[config.mk]
export PLATFORM = sky130hd
export DESIGN_NAME = wb_regfile_flat
export DESIGN_NICKNAME = d
export VERILOG_FILES = /design/src/rtl/wb_regfile_if.sv /design/src/rtl/wb_regfile.sv /design/src/flat_wrapper.sv
export SDC_FILE = /design/constraint.sdc
export NUM_CORES = 1
export LEC_CHECK = 0
export BUFFER_PORTS_ARGS = -buffer_cell sky130_fd_sc_hd__buf_2
export CAP_MARGIN = 20
export CORE_ASPECT_RATIO = 0.7
export CORE_UTILIZATION = 40
export CTS_BUF_LIST = sky130_fd_sc_hd__clkbuf_4
export DETAILED_ROUTE_END_ITERATION = 10
export GPL_TIMING_DRIVEN = 0
export SLEW_MARGIN = 15
export SYNTH_ARGS = -nofsm -noshare
export SYNTH_HDL_FRONTEND = slang
export SYNTH_SLANG_ARGS = --single-unit
[constraint.sdc]
create_clock -name clk -period 9.2 [get_ports clk]
set_input_delay 1.84 -clock clk [delete_from_list [all_inputs] [get_ports clk]]
set_output_delay 1.84 -clock clk [all_outputs]
set_load 0.005 [all_outputs]
[src/rtl/wb_regfile_if.sv]
// Writeback/Decode-side bus of the architectural register file.
// The master drives the write port and read addresses; the register file is the slave.
interface wb_regfile_if #(
    parameter int D_WIDTH = 32,
    parameter int A_WIDTH = 5
);
    logic               RegWriteW;
    logic [A_WIDTH-1:0] RdW;
    logic [D_WIDTH-1:0] ResultW;
    logic [A_WIDTH-1:0] A1;
    logic [A_WIDTH-1:0] A2;
    logic [D_WIDTH-1:0] RD1;
    logic [D_WIDTH-1:0] RD2;
    logic [D_WIDTH-1:0] a0;
    logic               ready;

    modport master (
        output RegWriteW, RdW, ResultW, A1, A2,
        input  RD1, RD2, a0, ready
    );

    modport slave (
        input  RegWriteW, RdW, ResultW, A1, A2,
        output RD1, RD2, a0, ready
    );
endinterface

[src/rtl/wb_regfile.sv]
// RV32I architectural register file with a post-reset clear sweep and two async read ports.
// Define WB_REGFILE_BYPASS_EN to forward a same-cycle writeback onto the read ports.
module wb_regfile #(
    parameter int D_WIDTH = 32,
    parameter int A_WIDTH = 5
) (
    input  logic         clk,
    input  logic         rst,
    wb_regfile_if.slave  bus
);
    localparam int DEPTH = 2 ** A_WIDTH;
    localparam logic [A_WIDTH-1:0] A0_IDX = A_WIDTH'(10);

    typedef enum logic {
        CLEAR,
        RUN
    } state_t;

    state_t             state;
    logic [A_WIDTH-1:0] idx;
    logic [D_WIDTH-1:0] regs [DEPTH];
    logic               wr_en;

    assign wr_en = bus.RegWriteW && (bus.RdW != '0);

    // Storage is never reset; the CLEAR state sweeps it to zero one entry per edge.
    always_ff @(posedge clk) begin
        if (rst) begin
            state <= CLEAR;
            idx   <= '0;
        end else begin
            case (state)
                CLEAR: begin
                    regs[idx] <= '0;
                    idx       <= idx + 1'b1;
                    if (idx == '1) begin
                        state <= RUN;
                    end
                end
                RUN: begin
                    if (wr_en) begin
                        regs[bus.RdW] <= bus.ResultW;
                    end
                end
                default: begin
                    state <= CLEAR;
                    idx   <= '0;
                end
            endcase
        end
    end

    assign bus.ready = (state == RUN);

    always_comb begin
        bus.RD1 = '0;
        bus.RD2 = '0;
        bus.a0  = '0;
        if (state == RUN) begin
            bus.a0 = regs[A0_IDX];
            if (bus.A1 != '0) begin
                bus.RD1 = regs[bus.A1];
            end
            if (bus.A2 != '0) begin
                bus.RD2 = regs[bus.A2];
            end
`ifdef WB_REGFILE_BYPASS_EN
            if (wr_en && (bus.RdW == bus.A1)) begin
                bus.RD1 = bus.ResultW;
            end
            if (wr_en && (bus.RdW == bus.A2)) begin
                bus.RD2 = bus.ResultW;
            end
`else
`endif
        end
    end
endmodule
[src/flat_wrapper.sv]
// flat-port wrapper written by rule: the top's interface ports become plain ports
module wb_regfile_flat 
#(
    parameter int D_WIDTH = 32,
    parameter int A_WIDTH = 5
)
  (clk, rst, bus_RegWriteW, bus_RdW, bus_ResultW, bus_A1, bus_A2, bus_RD1, bus_RD2, bus_a0, bus_ready);
  wb_regfile_if #(.D_WIDTH(D_WIDTH), .A_WIDTH(A_WIDTH)) bus_i ();
  input  logic clk;
  input  logic rst;
  input wire logic [$bits(bus_i.RegWriteW)-1:0] bus_RegWriteW;
  input wire logic [$bits(bus_i.RdW)-1:0] bus_RdW;
  input wire logic [$bits(bus_i.ResultW)-1:0] bus_ResultW;
  input wire logic [$bits(bus_i.A1)-1:0] bus_A1;
  input wire logic [$bits(bus_i.A2)-1:0] bus_A2;
  output wire logic [$bits(bus_i.RD1)-1:0] bus_RD1;
  output wire logic [$bits(bus_i.RD2)-1:0] bus_RD2;
  output wire logic [$bits(bus_i.a0)-1:0] bus_a0;
  output wire logic [$bits(bus_i.ready)-1:0] bus_ready;
  assign bus_i.RegWriteW = bus_RegWriteW;
  assign bus_i.RdW = bus_RdW;
  assign bus_i.ResultW = bus_ResultW;
  assign bus_i.A1 = bus_A1;
  assign bus_i.A2 = bus_A2;
  assign bus_RD1 = bus_i.RD1;
  assign bus_RD2 = bus_i.RD2;
  assign bus_a0 = bus_i.a0;
  assign bus_ready = bus_i.ready;
  wb_regfile #(.D_WIDTH(D_WIDTH), .A_WIDTH(A_WIDTH)) u_core (.clk(clk), .rst(rst), .bus(bus_i));
endmodule
==> impl_metrics.ini <==
[logic_synthesis]
ys_ff_latch = 1000
syn_nets = 2980
synth_ff_type = edfxtp_1
async_flop_share_pct = 0
synth_warnings = 0
syn_avg_cell_area_um2 = 16.1
synth-seq-area-share_pct = 63.5
netlist_area_um2 = 47200
syn-instance-count = 2928
synth_edf_count = 994
ys_types = 60

[timing]
maxSlewHeadroom_pct = 20.1
tightest_slew_ns = 1.20
finalSetupViolations = 0
fmax_mhz = 151
hold_viol = 0
final_max_slew_viol_count = 0
tns_ns = 0
fin_skew_ns = 0.0606
period_minus_slack_ns = 6.60
whs_ns = 0.531
rsz0062_at_grt = false
finalCritPeriodShare_pct = 71.8

[place]
place_congestion = 0.942
placed_cells = 4804
dp_hpwl_mm = 126
numPortBuffers = 143

[finish]
nets = 3552
area_delta_synth_final_pct = 15.8
drive_gt1_share_pct = 30.2
final_cells = 5237
utilization_pct = 46.7

[routing]
wl_per_cell_um = 33.4
viasPerCell = 6.34
routed-via-count = 33183
first_pass_iters = 6
wl_mm = 175
drc = 0
drt_iter0_markers = 5159
detail-route-antenna-nets = 0

[die]
die_h_um = 289
initial_core_util_pct = 40.3
die_w_um = 413
core_area_um2 = 117000
rows = 105
dieArea_um2 = 119000
top_level_ports = 147

[critical_path]
criticalPathCategory = in -> out
end_kind = output pin
required_ns = 7.36
cp.arrival_ns = 4.76
crit_fanout = 10
critPathLaunchType = input port

[cts]
clock-root-buffer = clkbuf_4
cts_resized = 0
cts_inserted_buffers = 233
htreeDepth = 4
clkTransAtPathRegs_ns = 0.08
cts_setup_buffers = 0
hold_buffers = 0
clock-sinks = 1000
clock_latency_ns = 1.23
cts_max_path_buffers = 3
cts_tree = done

[status]
status = finished, final reports clean

[power_and_ir_drop]
p_clk_share_pct = 39.6
power_density_nw_per_um2 = 167
ir_worst_vdd_v = 0.000124
seq_power_share_pct = 54.3
p_comb_share_pct = 6.1
p_int_uw = 6870
leakagePower_uw = 0.0210
switching_share_pct = 24.8
power_switching_uw = 2260

[grt]
grt_pass1_vias = 31585
grt_start_max_net_pins = 33
grt_pass1_wl_mm = 239
grt_use_total_pct = 29.0
grt_antenna_before_repair = 10
overflow = 0

[job]
drv_cap = 0

[min_path]
hold_path_class = reg -> reg
logic make-up (layout without fill, tap and decap cells):
kind of cell | after synthesis | count (layout) | share of synthesized area, %
DFF | 1000 | 1000 | 63.5
muxes | 769 | 769 | 21.5
AOI/OAI and AO/OA | 531 | 531 | 7.99
and+or+nand+nor | 363 | 363 | 4.09
buffers and inverters | 261 | 1003 | 2.86
adders and majority gates | 2 | 2 | 0.0530
xor gates and xnor gates | 2 | 2 | 0.0371
other | 0 | 16 | 0
layer usage:
metal | global-route usage [%] | part of all wire [%]
met1 | 41.2 | 40
met2 | 40.7 | 41
met3 | 9.86 | 14
met4 | 11.3 | 3.9
met5 | 0 | 0.037
power groups by stage:
stage	Combinational, uW	Clock, uW	Sequential [uW]
after floorplan	332	0	5060
after global placement	525	0	5060
after detailed placement	540	0	5060
after CTS	542	3640	4950
after global routing	568	3850	4950
final	559	3620	4960
state kept, by name, summed over array words and instances (netlist names):
signal            flops
u_core.regs         994
u_core.bus.ready      1
u_core.idx            5
worst paths after layout:
check / cells past startpoint / slack, ns / to / startpoint
hold / removal: 2 / 0.53 / u_core.idx[0]$_SDFFE_PP0N_ / u_core.idx[0]$_SDFFE_PP0N_
setup reg to reg: 9 / 4.97 / u_core.regs[13][15]$_DFFE_PP_ / u_core.bus.ready$_SDFF_PP0_
hold reg to reg: 2 / 0.53 / u_core.idx[0]$_SDFFE_PP0N_ / u_core.idx[0]$_SDFFE_PP0N_
setup / recovery: 8 / 2.60 / bus_RD2[24] / bus_A2[0]
per-stage QoR:
stage | area, um2 | power (uW) | setup slack (ns)
floorplan | 47200 | 5390 | 2.86
global placement | 49900 | 5580 | -3.65
detailed placement | 51500 | 5600 | 2.81
CTS | 54400 | 9130 | 2.80
global route | 54600 | 9380 | 2.60
finish | 54700 | 9130 | 2.60
critical path: stages:
cell and delay, ns:
buf_2 0.20, and2_1 0.15, clkbuf_1 0.51, clkbuf_1 0.78
a22oi_1 0.23, a22oi_1 0.64, nand4_1 0.22, buf_2 0.17
cells in the mapped netlist, types with 7 or more instances:
master / n / area share [%]
a21oi_1: 7 / 0.074
a221oi_1: 52 / 0.96
a221oi_2: 10 / 0.32
a22oi_1: 186 / 3.0
and2_1: 69 / 0.91
buf_2: 111 / 1.2
buf_4: 31 / 0.49
buf_6: 14 / 0.33
clkbuf_1: 90 / 0.72
edfxtp_1: 994 / 63
inv_1: 8 / 0.064
mux2i_1: 568 / 12
mux4_2: 195 / 9.3
nand2_1: 126 / 1.0
nand3_1: 7 / 0.074
nand3b_1: 8 / 0.13
nand4_1: 63 / 0.83
nor2_1: 15 / 0.12
nor2b_1: 9 / 0.12
nor3_1: 28 / 0.30
nor4_1: 9 / 0.12
o21ai_0: 64 / 0.68
o22ai_1: 188 / 2.5
cell usage in the layout (no fill, tap or decap), types with 88 or more instances in the layout:
| cell type | instances |
|---|---|
| edfxtp_1 | 994 |
| mux2i_1 | 568 |
| clkbuf_4 | 331 |
| buf_2 | 281 |
| mux4_2 | 195 |
| o22ai_1 | 188 |
| a22oi_1 | 186 |
| buf_4 | 150 |
| nand2_1 | 126 |
| clkbuf_1 | 88 |
cell type report:
class	instances	area, um2
fill	10272	62400
sequential	1000	30000
multi-input combinational	1667	16100
clock buffer	331	2480
timing repair buffer	337	2400
tap	1551	1940
buffer	253	1320
clock inverter	74	407
antenna	16	40.0
inverter	8	30.0
(Power assumes the default switching activity.)
